<file path="src/rtl/fifo_traffic_gen.sv">
// Stream traffic generator/checker for a FIFO: sends BASE, BASE+1, ... on the enqueue side
// and checks that the dequeue side returns the same sequence, with an idle watchdog.
module fifo_traffic_gen #(
    parameter int unsigned      WIDTH   = 8,
    parameter int unsigned      COUNT   = 8,
    parameter logic [WIDTH-1:0] BASE    = 8'hA0,
    parameter int unsigned      TIMEOUT = 64
) (
    input  logic             clk,
    input  logic             reset,
    input  logic             start,
    input  logic             mode,
    output logic             enq_val,
    output logic [WIDTH-1:0] enq_data,
    input  logic             enq_rdy,
    input  logic             deq_val,
    input  logic [WIDTH-1:0] deq_data,
    output logic             deq_rdy,
    output logic             busy,
    output logic             done,
    output logic             pass,
    output logic             timeout,
    output logic [7:0]       err_cnt,
    output logic [WIDTH-1:0] first_err_data
);

    typedef enum logic [1:0] {IDLE, SEND, DRAIN, DONE} state_t;

    localparam logic [7:0]  LAST_IDX = 8'(COUNT - 1);
    localparam logic [15:0] WDOG_MAX = 16'(TIMEOUT);

    state_t           state_q, state_d;
    logic             mode_q, mode_d;
    logic [7:0]       sent_q, sent_d;
    logic [7:0]       recv_q, recv_d;
    logic [15:0]      wdog_q, wdog_d;
    logic [WIDTH-1:0] enq_data_q, enq_data_d;
    logic [7:0]       err_q, err_d;
    logic [WIDTH-1:0] first_err_q, first_err_d;
    logic             timeout_q, timeout_d;
    logic             enq_val_q, enq_val_d;
    logic             deq_rdy_q, deq_rdy_d;
    logic             busy_q, busy_d;
    logic             done_q, done_d;
    logic             pass_q, pass_d;

    logic enqFire, deqFire, mismatch;

    assign enqFire  = enq_val_q & enq_rdy;
    assign deqFire  = deq_rdy_q & deq_val;
    assign mismatch = (deq_data != (BASE + WIDTH'(recv_q)));

    always_ff @(posedge clk or posedge reset) begin
        if (reset) begin
            state_q     <= IDLE;
            mode_q      <= 1'b0;
            sent_q      <= '0;
            recv_q      <= '0;
            wdog_q      <= '0;
            enq_data_q  <= BASE;
            err_q       <= '0;
            first_err_q <= '0;
            timeout_q   <= 1'b0;
            enq_val_q   <= 1'b0;
            deq_rdy_q   <= 1'b0;
            busy_q      <= 1'b0;
            done_q      <= 1'b0;
            pass_q      <= 1'b0;
        end else begin
            state_q     <= state_d;
            mode_q      <= mode_d;
            sent_q      <= sent_d;
            recv_q      <= recv_d;
            wdog_q      <= wdog_d;
            enq_data_q  <= enq_data_d;
            err_q       <= err_d;
            first_err_q <= first_err_d;
            timeout_q   <= timeout_d;
            enq_val_q   <= enq_val_d;
            deq_rdy_q   <= deq_rdy_d;
            busy_q      <= busy_d;
            done_q      <= done_d;
            pass_q      <= pass_d;
        end
    end

    // Completion by the final dequeue outranks both the SEND->DRAIN move and the watchdog.
    always_comb begin
        state_d     = state_q;
        mode_d      = mode_q;
        sent_d      = sent_q;
        recv_d      = recv_q;
        wdog_d      = wdog_q;
        enq_data_d  = enq_data_q;
        err_d       = err_q;
        first_err_d = first_err_q;
        timeout_d   = timeout_q;
        case (state_q)
            IDLE, DONE: begin
                if (start) begin
                    state_d     = SEND;
                    mode_d      = mode;
                    sent_d      = '0;
                    recv_d      = '0;
                    wdog_d      = '0;
                    enq_data_d  = BASE;
                    err_d       = '0;
                    first_err_d = '0;
                    timeout_d   = 1'b0;
                end
            end
            SEND, DRAIN: begin
                if (enqFire) begin
                    sent_d     = sent_q + 8'd1;
                    enq_data_d = enq_data_q + WIDTH'(1);
                end
                if (deqFire) begin
                    recv_d = recv_q + 8'd1;
                    if (mismatch) begin
                        if (err_q == 8'd0) first_err_d = deq_data;
                        if (err_q != 8'hFF) err_d = err_q + 8'd1;
                    end
                end
                wdog_d = (enqFire || deqFire) ? 16'd0 : wdog_q + 16'd1;
                if (deqFire && recv_q == LAST_IDX) begin
                    state_d = DONE;
                end else if (enqFire && sent_q == LAST_IDX) begin
                    state_d = DRAIN;
                end else if (!enqFire && !deqFire && (wdog_q + 16'd1) == WDOG_MAX) begin
                    state_d   = DONE;
                    timeout_d = 1'b1;
                end
            end
            default: state_d = IDLE;
        endcase
    end

    // Handshake and status flags are registered from the next state so outputs are pure flops.
    always_comb begin
        enq_val_d = (state_d == SEND);
        deq_rdy_d = (state_d == DRAIN) || (state_d == SEND && !mode_d);
        busy_d    = (state_d == SEND) || (state_d == DRAIN);
        done_d    = (state_d == DONE);
        pass_d    = (state_d == DONE) && (err_d == 8'd0) && !timeout_d;
    end

    assign enq_val        = enq_val_q;
    assign enq_data       = enq_data_q;
    assign deq_rdy        = deq_rdy_q;
    assign busy           = busy_q;
    assign done           = done_q;
    assign pass           = pass_q;
    assign timeout        = timeout_q;
    assign err_cnt        = err_q;
    assign first_err_data = first_err_q;

endmodule
</file>
<file path="config.mk">
export PLATFORM = sky130hd
export DESIGN_NAME = fifo_traffic_gen
export DESIGN_NICKNAME = d
export VERILOG_FILES = /design/src/rtl/fifo_traffic_gen.sv
export SDC_FILE = /design/constraint.sdc
export NUM_CORES = 1
export LEC_CHECK = 0
export CORE_MARGIN = 3
export CORE_UTILIZATION = 51
export DETAILED_ROUTE_END_ITERATION = 8
export PLACE_DENSITY = 0.76
export SLEW_MARGIN = 20
export SYNTH_ARGS = -nofsm -noshare
export SYNTH_HDL_FRONTEND = slang
export SYNTH_SLANG_ARGS = --single-unit
</file>
<file path="constraint.sdc">
create_clock -name clk -period 3.05 [get_ports clk]
set_input_delay 0.4575 -clock clk [delete_from_list [all_inputs] [get_ports clk]]
set_output_delay 0.4575 -clock clk [all_outputs]
set_load 0.005 [all_outputs]
</file>
* After elaboration in Yosys (flattened, before gate mapping)
Cells that the tools add are included.
Word-level totals: register bits after elaboration 65, bits of input ports 14, output and inout bits 30, logic and storage cells 92
Operators by class: $add $sub $neg 6, equal/unequal tests 16, multiplexer cells 32, bitwise gates (word level) 2, reduce and logical (&&, ||, !) cells 22
Operator list (count):
- $mux W8 | 12
- $pmux W8 S2 | 5
- $add A8 B1 Y8 const B | 4
- $mux W16 | 2
- $pmux W16 S2 | 1
- $add A16 B1 Y16 const B | 1
- $eq A16 B7 Y1 const B | 1
- $eq A8 B3 Y1 const B | 2
- $logic_not A8 Y1 | 2
- $ne A2 B2 Y1 const B | 5
- $add A8 B8 Y8 const A | 1
- $eq A2 B2 Y1 const B | 4
- $mux W2 | 4
- $ne A8 B8 Y1 | 1
- $ne A8 B8 Y1 const B | 1
- $logic_and A1 B1 Y1 | 7
- $mux W1 | 6
- $eq A2 B1 Y1 const B | 2
- $logic_not A1 Y1 | 4
- $pmux W2 S2 | 1
- $reduce_and A2 Y1 | 2
- $reduce_and A4 Y1 | 1
- $reduce_or A2 Y1 | 2
- $logic_or A1 B1 Y1 | 3
- other kinds (3) | 4

* Depth between registers and ports, before layout
Gate-level depths: netlist of run 1.
depth after elaboration 11, gate-level depth with buffers 13, gate-level depth less buffers 12

* Least setup slack after synthesis of run 1
OpenSTA, ideal clock, no wires.
kind register to register, from register wdog_q[0], to register pass_q, in the netlist pass, setup time 0.068 ns, data arrival time 2.773 ns, required time 2.982 ns, slack 0.209 ns, stages on the path, launching flop included 14, path buffers 1, period minus slack after synthesis 2.841 ns, cell sequence dfrtp_1 ha_1 and2_0 clkbuf_1 a311o_1 o21ai_0 nor4bb_1 a31oi_1 a21oi_1 o32a_1 ha_1 inv_1 nor4_2 and4b_1
Between the ends: longest elaborated chain between the ends 10, elaborated cells on any way between the ends 15, those cells by class add/sub (1); eq/ne (2); mux (8); reduce/logical (4)
Ends and longest elaborated chain:
- start, declared | RTL line 36 | logic [15:0] wdog_q, wdog_d;
- start signal, assigned | RTL line 74 | wdog_q <= wdog_d;
- $add A16 B1 Y16 | RTL line 129 | end else if (!enqFire && !deqFire && (wdog_q + 16'd1) == WDOG_MAX) begin
- $eq A16 B7 Y1 | RTL line 129
- $logic_and A1 B1 Y1 | RTL line 129
- $mux W2 | RTL line 129
- $mux W2 | RTL line 127 | end else if (enqFire && sent_q == LAST_IDX) begin
- $mux W2 | RTL line 125 | if (deqFire && recv_q == LAST_IDX) begin
- $pmux W2 S2 | RTL line 98 | case (state_q)
- named net state_d[0] | RTL line 32 | state_t state_q, state_d;
- $eq A2 B2 Y1
- named net done_d | RTL line 44 | logic done_q, done_d;
- $logic_and A1 B1 Y1 (2 in a row) | RTL line 144 | pass_d = (state_d == DONE) && (err_d == 8'd0) && !timeout_d;
- named net pass_d | RTL line 45 | logic pass_q, pass_d;
- end signal, assigned | RTL line 83 | pass_q <= pass_d;
- end, declared | RTL line 45
The timed path passes the listed nets, and every way through them passes these cells. A chain may end at the register's enable or synchronous reset.

* Worst setup path after layout of run 1
Ends and elaborated chain as after synthesis.

==> summary.md, run 1 <==
| Metric | Value |
|---|---|
| DR vias/cell | `5.86` |
| Post-Synthesis Cells | `379` |
| Worst-path fanout max | `6` |
| GR Util met3 | `3.75%` |
| Worst Setup Start Kind | `register` |
| Synthesis Warnings | `0` |
| Ports | `44` |
| Row count | `30` |
| Gr ovfl total | `0` |
| Synthesized Nets | `404` |
| Routed WL per cell | `16.1 microns` |
| GRT busiest layer | `met2` |
| Clock H-tree levels | `3` |
| Ant diodes | `0` |
| Worst Setup EP | `pass` |
| Drt total wl | `8.61 mm` |
| Clock latency on the worst-skew pair | `0.35 ns` |
| Hpwl dp | `5.87 mm` |
| IO Port Bufs | `43` |
| Clock share of power | `24.1%` |
| Final GP Congestion | `0.925` |
| Cell taking the most area after synthesis | `dfrtp_1` |
| Max-slew headroom | `44.8%` |
| Final setup fails | `0` |
| FF/Latch Area | `1630 sq um` |
| First-pass GRT wire length | `14.3 mm` |
| Syn_area_per_cell | `9.64 sq um` |
| EDFF count, synth | `0` |
| Total power | `3.37 mW` |
| Worst hold path class | `register to register` |
| # fillers | `540` |
| Crit end category | `register` |
| Final Instance Area | `4520 sq um` |
| Internal Power | `2.15 mW` |
| Sequential area share after synthesis | `44.6%` |
| DP Area | `4240 sq um` |
| Pre-CTS setup slack | `0.132 ns` |
| Die Area | `8210 sq um` |
| Worst setup margin | `0.192 ns` |
| R2r endpoint | `pass` |
| Worst clock skew | `0.0112 ns` |
| CP arrival | `3.14 ns` |
| Largest net degree at the start of global routing | `66` |
| CTS sink cnt | `65` |
| Most common cell after layout, fill and taps aside | `dfrtp_1` |
| Starting density of the core | `53.2%` |
| Leading post-synthesis cells by cell area | `dfrtp_1 43%, xor2_1 4.8%, nor2_1 4.1%` |
| Post-DRT Antenna Nets | `0` |
| Final period util | `93.7%` |
| Core area | `6870 sq um` |
| GRT Resource Usage Total | `21.3%` |
| Worst hold margin | `0.477 ns` |
| Number of DRC markers in iteration 0 | `209` |
| Number of synthesized register bits | `65` |
| CP Class | `register to register` |
| Drt first pass iters | `5` |
| Synth async-reset ratio | `100%` |
| Chip width | `90.6 microns` |
| CTS Root Buffer Type | `clkbuf_8` |
| R2R Setup Slk | `0.19 ns` |
| Worst EP required | `3.34 ns` |
| Reg power frac | `37.8%` |
| Die H | `90.6 microns` |
| Top-area cell type share of the netlist area | `43.2%` |
| VDD IR-drop max | `0.484 mV` |
| Layout cells sized above 1 | `12.8%` |
| Worst slew pin tran | `0.827 ns` |
| Reg2reg path depth | `12` |
| Synthesized area | `3650 sq um` |
| R2r startpoint | `wdog_q[0]` |
| Maximum capacitance violations | `0` |
| Via count | `3124` |
| Count of different cell masters after synthesis | `57` |
| Switching pwr | `1.22 mW` |
| Leakage Power | `1.92 nW` |
| Status | `finished, final reports clean` |
| Most frequent cells in the layout | `62 x dfrtp_1, 43 x clkdlybuf4s50_1, 40 x nor2_1` |
| CTS tree | `built` |
| Combinational Power Share | `38.0%` |
| Switch share | `36.2%` |
| Multi-input logic area | `1960 sq um` |
| Fmax | `0.350 GHz` |
| Met1 usage | `28.1%` |
| CP startpoint | `wdog_q[0]` |
| Vias in the first global route | `3037` |
| Main flop type after synthesis | `dfrtp_1` |
| Reg clk slew, reported paths | `0.07 ns` |
| Drt drc | `0` |
| Final min period | `2.86 ns` |
| Total Nets Final | `457` |
| Area Overhead vs Synth | `23.7%` |
| Met2 usage in global routing | `33.8%` |
| Final hold viol count | `0` |
| Largest buffer count on any clock path | `2` |
| Final design utilization | `65.8%` |
| Max-slew violation count | `0` |
| Num CTS Buffers | `9` |
| Antenna violations before repair | `0` |
| Cts hold-fix bufs | `0` |
| Pwr/cell area | `747 nW/um^2` |
[worst max-delay path, cell delays in order (launching register included)]
cell	delay (ns)
dfrtp_1	0.39
ha_1	0.21
buf_4	0.15
nor4_1	0.29
o221ai_1	0.19
nor4bb_2	0.30
a31oi_1	0.13
a21oi_2	0.19
o32a_1	0.24
ha_1	0.18
inv_1	0.05
nor4_2	0.27
and4b_1	0.21
[Yosys cell counts, types with 4 or more instances]
cell / n
nand3_1: 23
nand2_1: 31
a31oi_1: 4
and3_1: 9
nor3_1: 10
dfrtp_1: 63
inv_1: 7
o21ai_0: 24
clkbuf_1: 13
a22o_1: 12
xnor2_1: 15
ha_1: 11
a21oi_1: 11
xor2_1: 20
o41ai_1: 4
nor2_1: 40
nand3b_1: 4
nand4_1: 14
o31ai_1: 5
[state kept, by name, summed over array words and instances (netlist names)]
signal / cells
recv_q: 8
enq_data: 8
enq_val: 1
deq_rdy: 1
err_cnt: 8
wdog_q: 16
done: 1
mode_q: 1
first_err_data: 8
state_q: 2
busy: 1
sent_q: 8
pass: 1
timeout: 1
[per-stage QoR]
| step | setup TNS [ns] | std cells |
|---|---|---|
| final | 0 | 533 |
| after global routing | -0.0146 | 533 |
| after CTS | 0 | 531 |
| after detailed placement | 0 | 515 |
| after global placement | 0 | 515 |
| after floorplan | 0 | 379 |
[metal layers]
metal | vias to the layer above | wire [microns]
met4 | 0 | 167
met1 | 1522 | 3780
met3 | 17 | 343
met2 | 93 | 4320
li1 | 1492 | -
met5 | - | 0
[power groups by stage]
stage / clock (mW) / combinational, mW / sequential [mW]
floorplan: 0 / 0.786 / 1.24
global placement: 0 / 1.23 / 1.28
detailed placement: 0 / 1.25 / 1.29
CTS: 0.827 / 1.27 / 1.27
global route: 0.871 / 1.41 / 1.31
finish: 0.814 / 1.28 / 1.28
[worst min-delay path by stage]
stage                       from  endpoint  slack, ns  depth (start not counted)
final                     mode_q    mode_q       0.48                          2
after CTS                 mode_q    mode_q       0.48                          2
after detailed placement  mode_q    mode_q       0.46                          2
after floorplan           mode_q    mode_q       0.44                          2
after global placement    mode_q    mode_q       0.46                          2
after global routing      mode_q    mode_q       0.51                          2
[cells by family (layout without fill, tap and decap cells)]
group,count (synthesis),in the layout,synth area share [%]
AOI/OAI and AO/OA,77,77,15.0
xor gates and xnor gates,36,36,9.15
adders and majority gates,11,11,3.77
buffers and inverters,25,83,2.88
DFF,65,65,44.6
muxes,5,5,1.44
and+or+nand+nor,160,160,23.1
[what timing repair did]
item,CTS,global route
setup endpoints to repair,0,1
setup buffers,0,2
resized for setup,0,10
[final cells by class]
| class | instances | share of cell area, % |
|---|---|---|
| multi-input combinational | 289 | 43.5 |
| sequential | 65 | 36.1 |
| timing repair buffer | 60 | 12.4 |
| clock buffer | 10 | 2.83 |
| tap | 96 | 2.66 |
| clock inverter | 6 | 1.99 |
| inverter | 7 | 0.582 |
Note: power is estimated with default switching activity, not from simulation.
==> run 2: changes to the inputs <==
--- a/config.mk
+++ b/config.mk
@@ -5,7 +5,7 @@
 export SDC_FILE = /design/constraint.sdc
 export NUM_CORES = 1
 export LEC_CHECK = 0
-export CORE_MARGIN = 3
+export CORE_MARGIN = 4
 export CORE_UTILIZATION = 51
 export DETAILED_ROUTE_END_ITERATION = 8
 export PLACE_DENSITY = 0.76
==> constraint.sdc (replaced) <==
create_clock -name clk -period 3.05 [get_ports clk]
set_input_delay 0.4575 -clock clk [delete_from_list [all_inputs] [get_ports clk]]
set_output_delay 0.4575 -clock clk [all_outputs]
set_load 0.05 [all_outputs]
==> run 2 against run 1 <==
Effect of this change:
- clock-buffer cell count decreased by 1
- design area decreased by 1.3%
- routed wire length decreased by 4.2%
- critical path type unchanged
- largest cell class unchanged
- highest routed layer unchanged
==> summary.md, run 2 (synthesis results as in run 1) <==
| Metric | Value |
|---|---|
| Reg clk slew, reported paths | `0.08 ns` |
| Antenna violations before repair | `0` |
| CTS tree | `built` |
| Fmax | `0.342 GHz` |
| Clock H-tree levels | `3` |
| Layout cells sized above 1 | `11.7%` |
| Post-DRT Antenna Nets | `0` |
| Area Overhead vs Synth | `22.0%` |
| Worst hold path depth | `2` |
| Row count | `30` |
| Die Area | `8580 sq um` |
| R2R Setup Slk | `0.13 ns` |
| Worst Setup Start Kind | `register` |
| Crit end category | `register` |
| Final std cells w/o fill | `531` |
| Gr ovfl total | `0` |
| Worst EP required | `3.34 ns` |
| Ports | `44` |
| Hold Path Sink | `mode_q` |
| Die H | `92.6 microns` |
| Worst slew pin tran | `0.813 ns` |
| Ant diodes | `0` |
| Hpwl dp | `5.84 mm` |
| Total Nets Final | `455` |
| Final GP Congestion | `0.940` |
| Drt total wl | `8.24 mm` |
| Worst clock skew | `0.0128 ns` |
| Most common cell after layout, fill and taps aside | `dfrtp_1` |
| # fillers | `577` |
| Chip width | `92.6 microns` |
| Final hold viol count | `0` |
| Final TNS setup | `0 ns` |
| Max-slew headroom | `45.8%` |
| DR vias/cell | `5.79` |
| Final min period | `2.92 ns` |
| First-pass GRT wire length | `13.8 mm` |
| Unrepaired setup endpoints after global routing | `no` |
| Buf/Inv on CP | `1` |
| Cell family with most CP delay | `simple AND/OR/NAND/NOR gates` |
| Largest net degree at the start of global routing | `66` |
| Final setup fails | `0` |
| Largest buffer count on any clock path | `2` |
| Number of flip-flops in the largest register | `16` |
| Via count | `3072` |
| Starting density of the core | `53.2%` |
| Drt first pass iters | `5` |
| CTS Root Buffer Type | `clkbuf_8` |
| Worst-path fanout max | `6` |
| Biggest register | `wdog_q` |
| Worst hold path class | `register to register` |
| Number of DRC markers in iteration 0 | `181` |
| CP Class | `register to register` |
| Hold Crit Start | `mode_q` |
| Pwr/cell area | `827 nW/um^2` |
| Crit-path slowest cell | `or4b_1` |
| Cts hold-fix bufs | `0` |
| Num CTS Buffers | `9` |
| Status | `finished, final reports clean` |
| Core area | `6870 sq um` |
| Post-Place Cells | `515` |
| Postcts setup bufs | `0` |
| Critical Path Max Stage Delay | `0.47 ns` |
| VDD IR-drop max | `0.572 mV` |
| Reg2reg path depth | `10` |
| CP cell instances | `ha_1, or4b_1, nor4_2, a31oi_1, a21oi_1, o32a_1, ha_1, inv_1, nor4_2, and4b_1` |
| Max-slew violation count | `0` |
| Clock latency on the worst-skew pair | `0.35 ns` |
| Leakage Power | `1.88 nW` |
| Routed WL per cell | `15.5 microns` |
| Vias in the first global route | `3016` |
| CP arrival | `3.21 ns` |
| Most frequent cells in the layout | `63 x dfrtp_1, 43 x clkdlybuf4s50_1, 40 x nor2_1` |
| Drt drc | `0` |
| GRT Resource Usage Total | `20.0%` |
| CTS sink cnt | `65` |
| IO Port Bufs | `43` |
| R2r startpoint | `recv_q[0]` |
| R2r endpoint | `pass` |
| Final period util | `95.9%` |
| Maximum capacitance violations | `0` |
run 2: cell types whose count changed in the layout (fill, tap and decap cells not counted), moves of 2 or more:
cell / before / now
buf_4: 17 / 15
a21oi_2: 2 / 0
nor4_2: 1 / 4
nor4_4: 2 / 0
a21oi_1: 9 / 11
run 2: repair_timing:
| item | in CTS | in global routing |
|---|---|---|
| hold endpoints to repair | 0 | 0 |
| resized for setup | 0 | 4 |
| endpoints found under the setup margin | 0 | 1 |
run 2: how the worst max path moves through the flow:
stage                          from  endpoint  slack [ns]  cells after the start
after floorplan           wdog_q[0]      pass        0.21                     13
after global placement      deq_val      pass        0.21                     11
after detailed placement    deq_val      pass        0.08                     11
after CTS                 wdog_q[0]      pass        0.11                     12
after global routing      recv_q[0]      pass        0.01                     10
final                     recv_q[0]      pass        0.13                     10
run 2: metrics by stage:
stage | total power, mW | hold slack, ns | util, % | cell area (sq um) | setup slack [ns]
after floorplan | 2.42 | 0.440 | - | 3650 | 0.209
after CTS | 3.71 | 0.504 | 64.6 | 4440 | 0.114
after detailed placement | 2.94 | 0.484 | 61.7 | 4240 | 0.0784
after global routing | 3.92 | 0.527 | 64.9 | 4460 | 0.0136
after global placement | 2.90 | 0.457 | 61.7 | 4240 | 0.206
final | 3.69 | 0.495 | 64.9 | 4460 | 0.126
run 2: worst register-to-register path, delay by kind of cell (launching register included):
kind / cells / cell delay, ns
buf+inv: 1 / 0.05
compound gates: 3 / 0.55
fa+ha+maj: 2 / 0.43
simple gates: 4 / 1.37
flops: 1 / 0.46
run 2: routing by layer:
layer,wire (microns),global-route usage (%)
met3,306,4.87
met5,0,0
met4,130,6.72
met1,3790,26.1
met2,4020,32.6
run 2: power by group:
| part | total, mW | switching [mW] | internal [mW] | leakage (nW) |
|---|---|---|---|---|
| registers | 1.27 | 0.214 | 1.06 | 0.855 |
| clock network | 0.742 | 0.358 | 0.384 | 0.100 |
| logic | 1.67 | 1.04 | 0.628 | 0.928 |
| total | 3.69 | 1.62 | 2.07 | 1.88 |
run 2: layout make-up:
type / instances / area, sq um / area share [%]
inverter: 7 / 26.3 / 0.590
multi-input combinational: 289 / 1940 / 43.5
sequential: 65 / 1630 / 36.6
clock inverter: 7 / 77.6 / 1.74
timing repair buffer: 58 / 543 / 12.2
tap: 96 / 120 / 2.70
clock buffer: 9 / 124 / 2.78
==> RTL change: new RTL, flow settings as in run 2 <==
Register the output `err_cnt` once more, with the module's reset; this adds one clock of latency there. The other outputs are not delayed to match.
--- a/src/rtl/fifo_traffic_gen.sv
+++ b/src/rtl/fifo_traffic_gen.sv
@@ -152,5 +152,11 @@
     assign pass           = pass_q;
     assign timeout        = timeout_q;
-    assign err_cnt        = err_q;
+    always_ff @(posedge clk or posedge reset) begin
+        if (reset) begin
+            err_cnt <= '0;
+        end else begin
+            err_cnt <= err_q;
+        end
+    end
     assign first_err_data = first_err_q;
 
Behaviour: not the same (Yosys sat finds a counterexample within 4 cycles, from zero or initial values and one cycle with reset high).
==> RTL change against run 2 <==
  * The flow now finishes with violations (setup timing)
  * Sequential cell count up 8
  * Wire length is 4.2% higher
  * Clock power rose by 20%
  * Synthesized area up 3.7%
  * Power down 1.7%
  * Worst setup slack lost 0.32 ns
  * Clock skew decreased by 0.0034 ns
  * Design area is 10% higher
  * Critical endpoint unchanged
  * Largest power group unchanged
==> RTL change: results (changes against run 2) <==
Hold_ws = 0.466 ns (-0.0291 ns)
Most frequent cells after synthesis = nand2_1, dfrtp_1, o21ai_0
Worst hold path type = reg -> reg
Grt met2 use = 33.3% (+0.77 points)
Peak Freq = 309 MHz (-9.8%)
First-pass GRT wire length = 14900 um (+7.8%)
Tightest Pin Transition = 0.761 ns (-0.0520 ns)
Syn_nets = 431 (+6.7%)
Top FF cell, synth = dfrtp_1
Final #Nets = 514 (+13%)
Fraction of layout instances using a drive strength above 1 = 16.8% (+5.1 points)
Register-to-Register Path Depth = 13 (+3)
Hold_sp = err_q[1]
Largest net degree at the start of global routing = 74 (+12%)
Gpl congestion = 0.895 (-4.8%)
Leak = 2.19 nW (+16%)
Synth unique cells = 57 (unchanged)
Largest Register = wdog_q
Net Sw Frac = 39.3% (-4.5 points)
VDD IR max = 0.000510 V (-11%)
CTS buffer count = 9 (unchanged)
Post-Place Setup Slack = -0.455 ns (-0.533 ns)
Crit path launch = wdog_q[0]
Register area share after synthesis = 48.3% (+3.7 points)
Uppermost layer routed = met4
Dpl cell area = 0.00464 mm2 (+9.6%)
Arrival @ worst endpoint = 3.49 ns (+0.28 ns)
Final setup viols = 1 (+1)
Combinational share of power = 40.7% (-4.6 points)
Synth top area cells = dfrtp_1, nand2_1, o21ai_0
GR Util met3 = 4.09% (-0.79 points)
Vias = 3263 (+6.2%)
Final setup margin = -0.191 ns (-0.317 ns)
Met1 Resource Use GR = 28.8% (+2.7 points)
DP Wirelength = 6100 um (+4.5%)
DR WL met2 = 4020 um (about the same)
Worst Clk Skew = 0.00940 ns (-0.00336 ns)
Outcome = finished, violations left
Port Buffers = 43 (unchanged)
DR WL met3 = 421 um (+38%)
Detailed Routing Iterations Pass 1 = 4 (-1)
Fillers = 570 (-1.2%)
Routed wire length = 8590 um (+4.2%)
DRT met1 WL = 4030 um (+6.3%)
Iter 0 DRT Violations = 168 (-7.2%)
Sequential power share = 34.8% (+0.3 points)
Failing checks = setup timing
Peak fanout along the critical path = 3 (-3)
Total track usage = 21.1% (+1.1 points)
## RTL change: cells by family after synthesis
family | Yosys count | synth area share, %
adder cells (fa/ha/maj) | 11 | 3.63
AND/OR/NAND/NOR | 189 | 24.6
flip-flops | 73 | 48.3
buffers and inverters | 21 | 2.15
multiplexers | 2 | 0.561
XOR/XNOR | 30 | 7.53
AO/OA/AOI/OAI | 80 | 13.2
## RTL change: layout make-up
type | count | share of cell area [%]
inverter | 6 | 0.459
multi-input combinational | 312 | 39.1
clock inverter | 5 | 1.74
tap | 99 | 2.53
clock buffer | 11 | 3.09
timing repair buffer | 87 | 15.8
sequential | 73 | 37.3
## RTL change: timing repair
item                       4_1_cts  5_1_grt
buffers inserted                 0        0
setup endpoints to repair        1        1
pin swaps                        2        0
gates resized for setup          5        0
## RTL change: worst max-delay path, stage by stage, from the launching register on
cell,delay (ns)
dfrtp_1,0.39
buf_4,0.15
buf_4,0.13
a211o_1,0.28
o21ai_0,0.08
a21oi_1,0.10
nor4_2,0.27
nand4_1,0.19
a21oi_2,0.19
o21a_1,0.16
ha_2,0.19
or4b_1,0.41
or4_1,0.42
nor4_2,0.17
## RTL change: stage by stage
step	util (%)	setup TNS [ns]	power (mW)	std cells
after CTS	67.6	-0.208	3.65	593
after global placement	64.0	-0.353	2.71	577
after floorplan	-	-0.111	2.16	406
after global routing	67.6	-0.355	3.84	593
final	67.6	-0.191	3.63	593
after detailed placement	64.0	-0.455	2.74	577
## RTL change: how the worst min path moves through the flow
stage / to / cells after the start
finish: err_cnt[1] / 0
global route: err_cnt[1] / 0
CTS: err_cnt[1] / 0
detailed placement: err_cnt[1] / 0
global placement: mode_q / 2
floorplan: err_cnt[6] / 0
